$ cat src/rtl/full_adder_unit_pkg.sv
// Shared constants for the registered ripple-carry adder.
package full_adder_unit_pkg;

    localparam int unsigned MAX_WIDTH = 64;

endpackage

$ cat src/rtl/full_adder_cell.sv
// Combinational 1-bit full adder cell; the leaf of the ripple chain.
module full_adder_cell (
    input  logic a,
    input  logic b,
    input  logic ci,
    output logic s,
    output logic co
);

    logic p;

    assign p  = a ^ b;
    assign s  = p ^ ci;
    assign co = (a & b) | (ci & p);

endmodule

$ cat src/rtl/full_adder_unit.sv
// Registered full adder: ripple-carry chain of 1-bit cells feeding one result register.
module full_adder_unit
    import full_adder_unit_pkg::*;
#(
    parameter int unsigned WIDTH = 1
) (
    input  logic             clk,
    input  logic             rst_n,
    input  logic             in_valid,
    input  logic [WIDTH-1:0] a,
    input  logic [WIDTH-1:0] b,
    input  logic             cin,
    output logic [WIDTH-1:0] sum,
    output logic             cout,
    output logic             out_valid
);

    if (WIDTH < 1 || WIDTH > MAX_WIDTH) begin : g_width_check
        $error("full_adder_unit: WIDTH out of range");
    end

    logic [WIDTH:0]   carry;
    logic [WIDTH-1:0] sum_d;
    logic [WIDTH-1:0] sum_q;
    logic             cout_q;
    logic             out_valid_q;

    assign carry[0] = cin;

    for (genvar i = 0; i < WIDTH; i++) begin : g_chain
        full_adder_cell u_cell (
            .a  (a[i]),
            .b  (b[i]),
            .ci (carry[i]),
            .s  (sum_d[i]),
            .co (carry[i+1])
        );
    end

    // Result holds its last value while idle; only out_valid drops.
    always_ff @(posedge clk or negedge rst_n) begin
        if (!rst_n) begin
            sum_q       <= '0;
            cout_q      <= 1'b0;
            out_valid_q <= 1'b0;
        end else begin
            out_valid_q <= in_valid;
            if (in_valid) begin
                sum_q  <= sum_d;
                cout_q <= carry[WIDTH];
            end
        end
    end

    assign sum       = sum_q;
    assign cout      = cout_q;
    assign out_valid = out_valid_q;

endmodule

$ cat config.mk
export PLATFORM = sky130hd
export DESIGN_NAME = full_adder_unit
export DESIGN_NICKNAME = d
export VERILOG_FILES = /design/src/rtl/full_adder_unit_pkg.sv /design/src/rtl/full_adder_cell.sv /design/src/rtl/full_adder_unit.sv
export SDC_FILE = /design/constraint.sdc
export NUM_CORES = 1
export LEC_CHECK = 0
export ABC_AREA = 0
export CORE_AREA = 2 2 39 41
export CTS_BUF_LIST = sky130_fd_sc_hd__clkbuf_16
export DETAILED_ROUTE_END_ITERATION = 6
export DIE_AREA = 0 0 41 43
export GPL_TIMING_DRIVEN = 1
export PLACE_DENSITY = 0.41
export SLEW_MARGIN = 25
export SYNTH_ARGS = -nofsm -noshare
export SYNTH_HDL_FRONTEND = slang
export SYNTH_SLANG_ARGS = --single-unit
$ cat constraint.sdc
create_clock -name clk -period 2.3 [get_ports clk]
set_clock_uncertainty 0.05 [all_clocks]
set_input_delay 0.46 -clock clk [delete_from_list [all_inputs] [get_ports clk]]
set_output_delay 0.46 -clock clk [all_outputs]
set_load 0.05 [all_outputs]
==> metrics <==
Port-buffer cells=8; switching power=around 85 uW; total global-route track usage=0.0554; CP Cell Sequence=clkdlybuf4s50_1; Final period util=0.819; worst skew pair latency=0.22 ns; setup slack after layout=0.417 ns; Root Buffer=clkbuf_16; Critical Path Slowest Stage Cell=clkdlybuf4s50_1; Clk network pwr share=0.694; Worst Path Required=1.79 ns; Residual DRC=0; status=finished clean; hold crit path type=in -> async; minimum clock period=1.88 ns; clock input transition at the sequential cells of the worst setup and hold paths=0.03 ns; Pre-antenna DRT Iters=2; Core ar.=1380 sq um; Worst Tran Pin Value=0.501 ns; sequential area share after synthesis=0.638; WL/cell=between 9 and 10 microns; maxcap violations=0; Post-Synthesis Cells=6; final WL=319 microns; RSZ-0062 raised after global routing=false; Synth warnings=0; synth top area cells=dfrtp_1, mux2_2, fa_1; pre-CTS WS=roughly 0.47 ns; DP Area=roughly 220 sq um; sw frac=0.216; Setup TNS Final=0 ns; Lkg Pwr=~0.00012 uW; R2R depth=1; die width=roughly 41 microns; Syn Nets=13; Final GP Congestion=0.557; DRT iter0 DRCs=3; sequential power share=0.161; Max Slew Vio Count=0; Vias/cell=2.91; Worst setup SP type=flip-flop; Core Util, Final=0.214; Synth top area share=0.638; post-layout net count=26; synthesized cell area=118 sq um; count of unique library cells instantiated by Yosys=3; CTS Buffer Depth=2; Area Growth Syn to Fin=152%; CP endpoint kind=primary output; fmax=between 0.5 and 0.6 GHz; most frequent cells in the layout=clkdlybuf4s50_1, clkbuf_16, dfrtp_1, mux2_2; Mean Syn Cell Area=a little under 20 sq um; diodes inserted=0; post-route ant nets=0; Via Count=99; CP arrival=1.37 ns; relative slew slack=0.665; TritonCTS buffer count=3; number of global-route vias before repair=between 100 and 150; Hold Vio Cnt, Final=0; #FFs+latches synth=3; Worst Path Buf+Inv=1; Die Footprint=1760 sq um; commonest non-fill, non-tap cell in the layout=clkdlybuf4s50_1; WHS=between 0.3 and 0.4 ns; CTS resizes=0; Critical Path Max Stage Delay=~0.80 ns; Final setup violation count=0; Final Cell Area=between 200 and 300 sq um; type of the worst setup path=reg -> out; Hold Buf Count CTS=0; register-to-register setup slack=between 1 and 1.5 ns; GR Overflow Total=0; first-pass GRT wire length=a little over 500 microns; clock sink count=3; family with the most delay on the worst path=buffers and inverters; Ports=9; Reg2Reg Launch Point=sum; row count=14; CTS tree=built; htree depth=1; peak supply drop=292 uV; Post-CTS Setup Bufs=0; Power Density=between 1000 and 1500 nW/um^2; initial core utilization=0.0850; Logic pwr share=0.145; Die Y=43 microns; worst-path fanout max=2; largest net degree at the start of global routing=4; layout cells sized above 1=0.278; r2r endpoint=sum; total internal power=about 310 uW; cell taking the most area after synthesis=dfrtp_1; initial antenna violation count=0
-- per-layer routing --
layer / vias to the layer above / part of all wire / wire, microns / GRT usage
met5: - / 0 / 0 / 0
met4: 0 / 0.066 / 21 / 0.100
li1: 43 / - / - / -
met3: 2 / 0.23 / 72 / 0.0524
met2: 12 / 0.32 / 103 / 0.0500
met1: 42 / 0.38 / 122 / 0.0456
-- logic make-up after synthesis --
family | Yosys count | synth area share
fa+ha+maj | 1 | 0.170
flops | 3 | 0.638
mux | 2 | 0.191
-- registers in the layout, summed over array words and instances, names as in the netlist --
register   count
cout           1
out_valid      1
sum            1
-- per-stage QoR --
stage	power (uW)	cells
global placement	119	30
CTS	396	34
detailed placement	122	30
global route	408	34
floorplan	94.0	6
finish	394	34
-- power by group through the flow --
stage	Combinational, uW	Sequential [uW]	Clock [uW]
6_report	57.0	63.3	273
5_1_grt	59.8	64.1	284
4_1_cts	57.5	63.9	275
3_5_place_dp	57.2	64.5	0
3_3_place_gp	55.6	63.5	0
2_1_floorplan	6.92	87.1	0
-- layout make-up --
| type | instances | area (sq um) |
|---|---|---|
| Timing Repair Buffer | 8 | 80.1 |
| Fill cell | 152 | 1090 |
| Multi-Input combinational cell | 3 | 42.5 |
| Tap cell | 16 | 20.0 |
| Clock buffer | 3 | 75.1 |
| Clock inverter | 1 | 3.75 |
| Sequential cell | 3 | 75.1 |
-- cell usage after synthesis, drive strengths merged --
cell type and count:
mux2 2, dfrtp 3, fa 1
-- worst max path at each step --
| stage | start | endpoint | slack [ns] | cells past startpoint |
|---|---|---|---|---|
| CTS | sum | sum | 0.40 | 1 |
| finish | sum | sum | 0.42 | 1 |
| global route | sum | sum | 0.38 | 1 |
| floorplan | a | sum | 0.96 | 2 |
| detailed placement | a | sum | 0.47 | 3 |
| global placement | a | sum | 0.51 | 3 |
(Power assumes the default switching activity.)
